==> config.mk <==
export PLATFORM = sky130hd
export DESIGN_NAME = uart_rx_frame_flat
export DESIGN_NICKNAME = d
export VERILOG_FILES = /design/src/rtl/uart_rx_frame_if.sv /design/src/rtl/uart_rx_frame.sv /design/src/flat_wrapper.sv
export SDC_FILE = /design/constraint.sdc
export NUM_CORES = 1
export LEC_CHECK = 0
export ABC_AREA = 1
export CAP_MARGIN = 20
export CORE_ASPECT_RATIO = 1.2
export CORE_UTILIZATION = 38
export DETAILED_ROUTE_END_ITERATION = 10
export PLACE_DENSITY = 0.68
export SLEW_MARGIN = 0
export SYNTH_ARGS = -nofsm -noshare
export SYNTH_HDL_FRONTEND = slang
export SYNTH_SLANG_ARGS = --single-unit
==> constraint.sdc <==
create_clock -name sys_clk -period 1.55 [get_ports sys_clk]
set_input_delay 0.155 -clock sys_clk [delete_from_list [all_inputs] [get_ports sys_clk]]
set_output_delay 0.155 -clock sys_clk [all_outputs]
set_load 0.05 [all_outputs]
==> src/rtl/uart_rx_frame_if.sv <==
// uart_rx_frame_if: signal bundle between the board RX pin, the UART
// receiver and the command/loopback logic that consumes received words.
//   uart_rxd    serial line into the receiver (idles high)
//   uart_done   one-cycle pulse when a frame completes
//   uart_data   last received word, held until the next uart_done
//   parity_err  parity mismatch on the last frame (held)
//   frame_err   a stop bit was sampled low on the last frame (held)
//   busy        receiver is inside a frame
// master: the receiver side. slave: the side that drives the line and
// consumes the words.
interface uart_rx_frame_if #(
  parameter int DATA_BITS = 8
);
  logic                 uart_rxd;
  logic                 uart_done;
  logic [DATA_BITS-1:0] uart_data;
  logic                 parity_err;
  logic                 frame_err;
  logic                 busy;

  modport master (
    input  uart_rxd,
    output uart_done,
    output uart_data,
    output parity_err,
    output frame_err,
    output busy
  );

  modport slave (
    output uart_rxd,
    input  uart_done,
    input  uart_data,
    input  parity_err,
    input  frame_err,
    input  busy
  );
endinterface

==> src/rtl/uart_rx_frame.sv <==
// uart_rx_frame: parametrised UART receiver (5..9 data bits, optional
// odd/even parity, one or two stop bits). Each bit is the 3-sample
// majority of rx_s2 around mid-bit; false starts are rejected.
// Ports:
//   sys_clk    rising-edge clock
//   sys_rst_n  asynchronous active-low reset
//   bus        uart_rx_frame_if.master (uart_rxd in; uart_done, uart_data,
//              parity_err, frame_err, busy out, all registered)
module uart_rx_frame #(
  parameter int CLK_FREQ  = 50000000,
  parameter int UART_BPS  = 115200,
  parameter int DATA_BITS = 8,
  parameter int PARITY    = 0,
  parameter int STOP_BITS = 1
) (
  input  logic            sys_clk,
  input  logic            sys_rst_n,
  uart_rx_frame_if.master bus
);

  localparam int BPS_CNT = CLK_FREQ / UART_BPS;
  localparam int HALF    = BPS_CNT / 2;
  localparam int CW      = $clog2(BPS_CNT);

  localparam logic [CW-1:0] CNT_LAST = CW'(BPS_CNT - 1);
  localparam logic [CW-1:0] CNT_PRE  = CW'(HALF - 1);
  localparam logic [CW-1:0] CNT_MID  = CW'(HALF);
  localparam logic [CW-1:0] CNT_DEC  = CW'(HALF + 1);
  localparam logic [3:0]    DATA_LAST = 4'(DATA_BITS - 1);
  localparam logic [3:0]    STOP_LAST = 4'(STOP_BITS - 1);

  typedef enum logic [2:0] {
    IDLE  = 3'd0,
    START = 3'd1,
    DATA  = 3'd2,
    PAR   = 3'd3,
    STOP  = 3'd4
  } state_t;

  // Majority of three samples.
  function automatic logic maj3(input logic a, input logic b, input logic c);
    return (a & b) | (a & c) | (b & c);
  endfunction

  // Parity bit the transmitter should have sent for this data word.
  function automatic logic par_expect(input logic [DATA_BITS-1:0] d);
    if (PARITY == 1) begin
      return ~(^d);
    end else begin
      return ^d;
    end
  endfunction

  state_t state;
  state_t next_state;

  logic                 rx_s1;
  logic                 rx_s2;
  logic                 rx_s3;
  logic [CW-1:0]        clk_cnt;
  logic [3:0]           bit_cnt;
  logic                 smp_a;
  logic                 smp_b;
  logic                 vote;
  logic                 decide;
  logic                 bit_end;
  logic                 fin_pend;
  logic [DATA_BITS-1:0] data_sh;
  logic                 par_flag;
  logic                 frm_flag;

  logic                 done;
  logic [DATA_BITS-1:0] word;
  logic                 perr;
  logic                 ferr;
  logic                 busy;

  // The third vote sample is always the live rx_s2 in the decision cycle.
  assign vote    = maj3(smp_a, smp_b, rx_s2);
  assign decide  = (state != IDLE) && (clk_cnt == CNT_DEC);
  assign bit_end = (state != IDLE) && (clk_cnt == CNT_LAST);

  // Three-flop synchroniser for the asynchronous serial line.
  always_ff @(posedge sys_clk or negedge sys_rst_n) begin
    if (!sys_rst_n) begin
      rx_s1 <= 1'b1;
      rx_s2 <= 1'b1;
      rx_s3 <= 1'b1;
    end else begin
      rx_s1 <= bus.uart_rxd;
      rx_s2 <= rx_s1;
      rx_s3 <= rx_s2;
    end
  end

  // FSM state register.
  always_ff @(posedge sys_clk or negedge sys_rst_n) begin
    if (!sys_rst_n) begin
      state <= IDLE;
    end else begin
      state <= next_state;
    end
  end

  // FSM next-state logic. The last stop bit leaves at its HALF sample so
  // that its decision cycle already runs in IDLE (see fin_pend).
  always_comb begin
    next_state = state;
    case (state)
      IDLE: begin
        if (rx_s3 && !rx_s2) begin
          next_state = START;
        end else begin
          next_state = IDLE;
        end
      end
      START: begin
        if (decide && vote) begin
          next_state = IDLE;
        end else if (bit_end) begin
          next_state = DATA;
        end else begin
          next_state = START;
        end
      end
      DATA: begin
        if (bit_end && (bit_cnt == DATA_LAST)) begin
          next_state = (PARITY != 0) ? PAR : STOP;
        end else begin
          next_state = DATA;
        end
      end
      PAR: begin
        if (bit_end) begin
          next_state = STOP;
        end else begin
          next_state = PAR;
        end
      end
      STOP: begin
        if ((clk_cnt == CNT_MID) && (bit_cnt == STOP_LAST)) begin
          next_state = IDLE;
        end else begin
          next_state = STOP;
        end
      end
      default: begin
        next_state = IDLE;
      end
    endcase
  end

  // Bit timer: zero in IDLE and on any exit to IDLE, else 0..BPS_CNT-1.
  always_ff @(posedge sys_clk or negedge sys_rst_n) begin
    if (!sys_rst_n) begin
      clk_cnt <= '0;
    end else if ((state == IDLE) || (next_state == IDLE)) begin
      clk_cnt <= '0;
    end else if (clk_cnt == CNT_LAST) begin
      clk_cnt <= '0;
    end else begin
      clk_cnt <= clk_cnt + CW'(1);
    end
  end

  // Bit counter: indexes data bits in DATA and stop bits in STOP.
  always_ff @(posedge sys_clk or negedge sys_rst_n) begin
    if (!sys_rst_n) begin
      bit_cnt <= 4'd0;
    end else if ((state == DATA) && bit_end) begin
      bit_cnt <= (bit_cnt == DATA_LAST) ? 4'd0 : bit_cnt + 4'd1;
    end else if ((state == STOP) && bit_end) begin
      bit_cnt <= bit_cnt + 4'd1;
    end else if ((state == IDLE) || (state == START) || (state == PAR)) begin
      bit_cnt <= 4'd0;
    end else begin
      bit_cnt <= bit_cnt;
    end
  end

  // First two vote samples at HALF-1 and HALF.
  always_ff @(posedge sys_clk or negedge sys_rst_n) begin
    if (!sys_rst_n) begin
      smp_a <= 1'b1;
      smp_b <= 1'b1;
    end else if (state != IDLE) begin
      if (clk_cnt == CNT_PRE) begin
        smp_a <= rx_s2;
      end
      if (clk_cnt == CNT_MID) begin
        smp_b <= rx_s2;
      end
    end
  end

  // Data shift register (LSB first) and per-frame error flags.
  always_ff @(posedge sys_clk or negedge sys_rst_n) begin
    if (!sys_rst_n) begin
      data_sh  <= '0;
      par_flag <= 1'b0;
      frm_flag <= 1'b0;
    end else if ((state == IDLE) && (next_state == START)) begin
      par_flag <= 1'b0;
      frm_flag <= 1'b0;
    end else if (decide && (state == DATA)) begin
      data_sh <= {vote, data_sh[DATA_BITS-1:1]};
    end else if (decide && (state == PAR)) begin
      par_flag <= (vote != par_expect(data_sh));
    end else if (decide && (state == STOP)) begin
      frm_flag <= frm_flag | ~vote;
    end
  end

  // Marks the IDLE cycle that carries the final stop-bit decision.
  always_ff @(posedge sys_clk or negedge sys_rst_n) begin
    if (!sys_rst_n) begin
      fin_pend <= 1'b0;
    end else begin
      fin_pend <= (state == STOP) && (next_state == IDLE);
    end
  end

  // Registered outputs, all updated together when a frame completes.
  always_ff @(posedge sys_clk or negedge sys_rst_n) begin
    if (!sys_rst_n) begin
      done <= 1'b0;
      word <= '0;
      perr <= 1'b0;
      ferr <= 1'b0;
      busy <= 1'b0;
    end else begin
      done <= fin_pend;
      busy <= (next_state != IDLE);
      if (fin_pend) begin
        word <= data_sh;
        perr <= (PARITY != 0) ? par_flag : 1'b0;
        ferr <= frm_flag | ~vote;
      end
    end
  end

  assign bus.uart_done  = done;
  assign bus.uart_data  = word;
  assign bus.parity_err = perr;
  assign bus.frame_err  = ferr;
  assign bus.busy       = busy;

endmodule

==> src/flat_wrapper.sv <==
// flat-port wrapper written by rule: the top's interface ports become plain ports
module uart_rx_frame_flat 
#(
  parameter int CLK_FREQ  = 50000000,
  parameter int UART_BPS  = 115200,
  parameter int DATA_BITS = 8,
  parameter int PARITY    = 0,
  parameter int STOP_BITS = 1
)
  (sys_clk, sys_rst_n, bus_uart_rxd, bus_uart_done, bus_uart_data, bus_parity_err, bus_frame_err, bus_busy);
  uart_rx_frame_if #(.DATA_BITS(DATA_BITS)) bus_i ();
  input  logic sys_clk;
  input  logic sys_rst_n;
  input wire logic [$bits(bus_i.uart_rxd)-1:0] bus_uart_rxd;
  output wire logic [$bits(bus_i.uart_done)-1:0] bus_uart_done;
  output wire logic [$bits(bus_i.uart_data)-1:0] bus_uart_data;
  output wire logic [$bits(bus_i.parity_err)-1:0] bus_parity_err;
  output wire logic [$bits(bus_i.frame_err)-1:0] bus_frame_err;
  output wire logic [$bits(bus_i.busy)-1:0] bus_busy;
  assign bus_i.uart_rxd = bus_uart_rxd;
  assign bus_uart_done = bus_i.uart_done;
  assign bus_uart_data = bus_i.uart_data;
  assign bus_parity_err = bus_i.parity_err;
  assign bus_frame_err = bus_i.frame_err;
  assign bus_busy = bus_i.busy;
  uart_rx_frame #(.CLK_FREQ(CLK_FREQ), .UART_BPS(UART_BPS), .DATA_BITS(DATA_BITS), .PARITY(PARITY), .STOP_BITS(STOP_BITS)) u_core (.sys_clk(sys_clk), .sys_rst_n(sys_rst_n), .bus(bus_i));
endmodule
==> out/metrics.csv <==
metric,value,unit
grt_pass1_vias,1524,
wl_per_cell,11.9,um
drv_cap,0,
pwr-share-clk,27.3,%
hold_viol,0,
die_x,69.1,um
die-area,0.00571,mm^2
core-area,0.00508,mm^2
vias,1514,
ys_ff_latch,42,
setup_viol,9,
p_comb_share,26.7,%
drcViolationCount,0,
multi_input_area,920,um^2
dr.first_iter.drc_count,77,
finalWorstSetupSlack,-20.7,ps
synthTopCellsByCount,"dfrtp_1 (37), nand2_1 (30), inv_1 (27), nor2_1 (22), nand3_1 (12)",
p_sw,0.836,mW
clock_latency,300,ps
synth_xor_area_share,3.41,%
ys_seq_area_share,51.4,%
avgSynthCellArea,9.43,um^2
postRouteWirelength,3.87,mm
fin_hold_ws,259,ps
synth-simple-area-share,24.1,%
internal_power,1.83,mW
ys.flop_type,dfrtp_1,
row_count,28,
reg2reg_to,u_core.clk_cnt[7]$_DFF_PN0_,
async_flop_share,100,%
synth_top_family_by_area,simple AND/OR/NAND/NOR gates,
detail-route-antenna-nets,0,
htreeDepth,2,
max_clock_freq,637,MHz
regToRegSetupSlack,-20,ps
seqCellArea,0.00106,mm^2
yosysTopAreaCell,dfrtp_1,
track_usage,15.3,%
synth_warnings,0,
antenna_found_initial,0,
root_buffer,clkbuf_8,
synth_cells,218,
vias_per_cell,4.67,
clockBufferDepth,2,
critical_path.max_fanout,7,
min_to,u_core.rx_s1$_DFF_PN1_,
crit_required,1740,ps
hold_path_startpoint,bus_uart_rxd,
cts.reportedPaths.clkPinSlew,80,ps
status,"complete, but fails checks",
power.density,1030,mW/mm^2
r2r_start,u_core.clk_cnt[0]$_DFF_PN0_,
p_seq_share,45.9,%
synth_top_area_share,45.0,%
min_path_cells,1,
fp.dieH,82.6,um
drtPass1Iterations,6,
swShare,31.3,%
area_growth_syn_to_layout,25.9,%
fin_crit_sh,101,%
fill_cells,469,
synth_area_leaders,"dfrtp_1 (45%), dfstp_2 (6.4%), nand2_1 (5.5%), inv_1 (4.9%), nor2_1 (4.0%)",
hp-class,input port to register,
start_util,40.5,%
cts_sinks,42,
crit_type,register to register,
cts_buffers,5,
drive_gt1_share,38.6,%
ys_types,33,
fin_skew,4.34,ps
portBuffers,13,
p_leak,1.25,nW
place_area,0.00236,mm^2
synthMuxAreaShare,3.83,%
violations,setup timing,
synth_compound_area_share,6.76,%
n_antenna_cell,0,
fin_crit,1570,ps
cp-end-kind,register,
grt_pass1_wl,6.86,mm
cp-start-kind,register,
yosysMostFrequentCell,dfrtp_1,
synthAdderAreaFrac,3.65,%
gp_congestion,0.778,
gr-total-overflow,0,
vdd_drop_max,706,uV
report.final.slew_viol_count,0,
final_cell_area,0.00259,mm^2
syn_nets,227,
tns,-116,ps
hpwlAfterDp,2.81,mm
ioPinCount,15,
reg2regPathDepth,9,
rsz0062_at_grt,true,
synth_edf_count,0,
grt_max_degree,27,
fin_util,51.0,%
crit_arrival,1760,ps
cts_tree,yes,
synth_area,0.00206,mm^2
final_nets,272,
## logic make-up (layout without fill, tap and decap cells)
group	count (synthesis)	after routing
AND/OR/NAND/NOR	94	94
flip-flops	42	42
buffers and inverters	35	81
AO/OA/AOI/OAI	25	25
XOR/XNOR	8	8
multiplexers	7	7
adder cells (fa/ha/maj)	6	6
other	1	1
## worst max-delay path by stage
stage,from,to,depth (start not counted),slack (ps)
after floorplan,u_core.clk_cnt[1]$_DFF_PN0_,u_core.clk_cnt[2]$_DFF_PN0_,13,40
after global placement,u_core.clk_cnt[1]$_DFF_PN0_,u_core.clk_cnt[2]$_DFF_PN0_,11,-40
after detailed placement,u_core.clk_cnt[1]$_DFF_PN0_,u_core.clk_cnt[2]$_DFF_PN0_,11,-80
after CTS,u_core.clk_cnt[0]$_DFF_PN0_,u_core.clk_cnt[2]$_DFF_PN0_,9,-10
after global routing,u_core.clk_cnt[6]$_DFF_PN0_,u_core.clk_cnt[2]$_DFF_PN0_,12,-120
final,u_core.clk_cnt[0]$_DFF_PN0_,u_core.clk_cnt[7]$_DFF_PN0_,9,-20
## power groups by stage
stage / combinational (mW) / sequential, mW / clock, mW
floorplan: 0.303 / 1.26 / 0
global placement: 0.542 / 1.24 / 0
detailed placement: 0.557 / 1.24 / 0
CTS: 0.688 / 1.22 / 0.753
global route: 0.778 / 1.24 / 0.812
finish: 0.713 / 1.23 / 0.729
## placed cells by master (no fill, tap or decap), types with 2 or more instances in the layout
master,synthesis,final
nor2_4,3,3
o21ai_0,6,5
dfstp_2,5,5
ha_1,6,3
mux2_2,7,7
buf_4,1,37
ha_4,0,2
a21oi_1,9,9
dfrtp_1,37,37
o21ai_1,4,5
nor2_2,9,12
xor2_1,6,6
nand4_1,3,3
nor3_1,2,2
nand3_1,12,11
nor2_1,22,19
inv_2,4,7
inv_1,27,24
nand2_2,7,8
nand2_1,30,28
nand2_4,1,2
nand3_2,3,4
a31oi_1,2,2
clkbuf_8,0,5
xnor2_1,2,2
## stage by stage
step | setup WS, ps | power (mW) | std cells
3_5_place_dp | -76.7 | 1.79 | 306
6_report | -20.7 | 2.67 | 324
2_1_floorplan | 37.4 | 1.56 | 218
3_3_place_gp | -36.7 | 1.78 | 306
4_1_cts | -12.0 | 2.66 | 322
5_1_grt | -118 | 2.83 | 324
## cell type report
cell class,instances,area share (%)
Clock buffer,5,2.66
Clock inverter,3,0.967
Inverter,32,4.64
Multi-Input combinational cell,141,35.5
Sequential cell,42,40.8
Tap cell,60,2.90
Timing Repair Buffer,41,12.5
## sequential cells by signal, indices dropped and copies added (netlist names)
register              cells
u_core.clk_cnt            9
u_core.bus.uart_data      8
u_core.data_sh            8
u_core.bit_cnt            4
u_core.state              3
u_core.bus.busy           1
u_core.bus.frame_err      1
u_core.bus.uart_done      1
u_core.fin_pend           1
u_core.frm_flag           1
u_core.rx_s1              1
u_core.rx_s2              1
u_core.rx_s3              1
u_core.smp_a              1
u_core.smp_b              1
## layer usage
metal	share of wire, %	vias to the layer above	GRT usage (%)
met5	0	-	0
li1	-	785	-
met2	51	25	26.7
met3	2.5	10	2.91
met1	44	694	18.1
met4	2.5	0	7.76
## critical path, cell delays in order (launching register included)
cell and delay [ps]:
dfrtp_1 440, inv_2 110, ha_4 140, nand2_4 50, nor3_4 180, nand3_2 120, a21oi_4 180, nand2_4 100
nand2_8 100, nor2_2 40
## repair_timing
| action | in CTS | in global routing |
|---|---|---|
| gates resized for setup | 13 | 5 |
| pin swaps | 5 | 5 |
| setup buffers | 7 | 2 |
| hold buffers | 1 | 0 |
| hold endpoints to repair | 11 | 0 |
| setup endpoints to repair | 11 | 20 |
No activity file was read; power rests on OpenSTA's default activity.
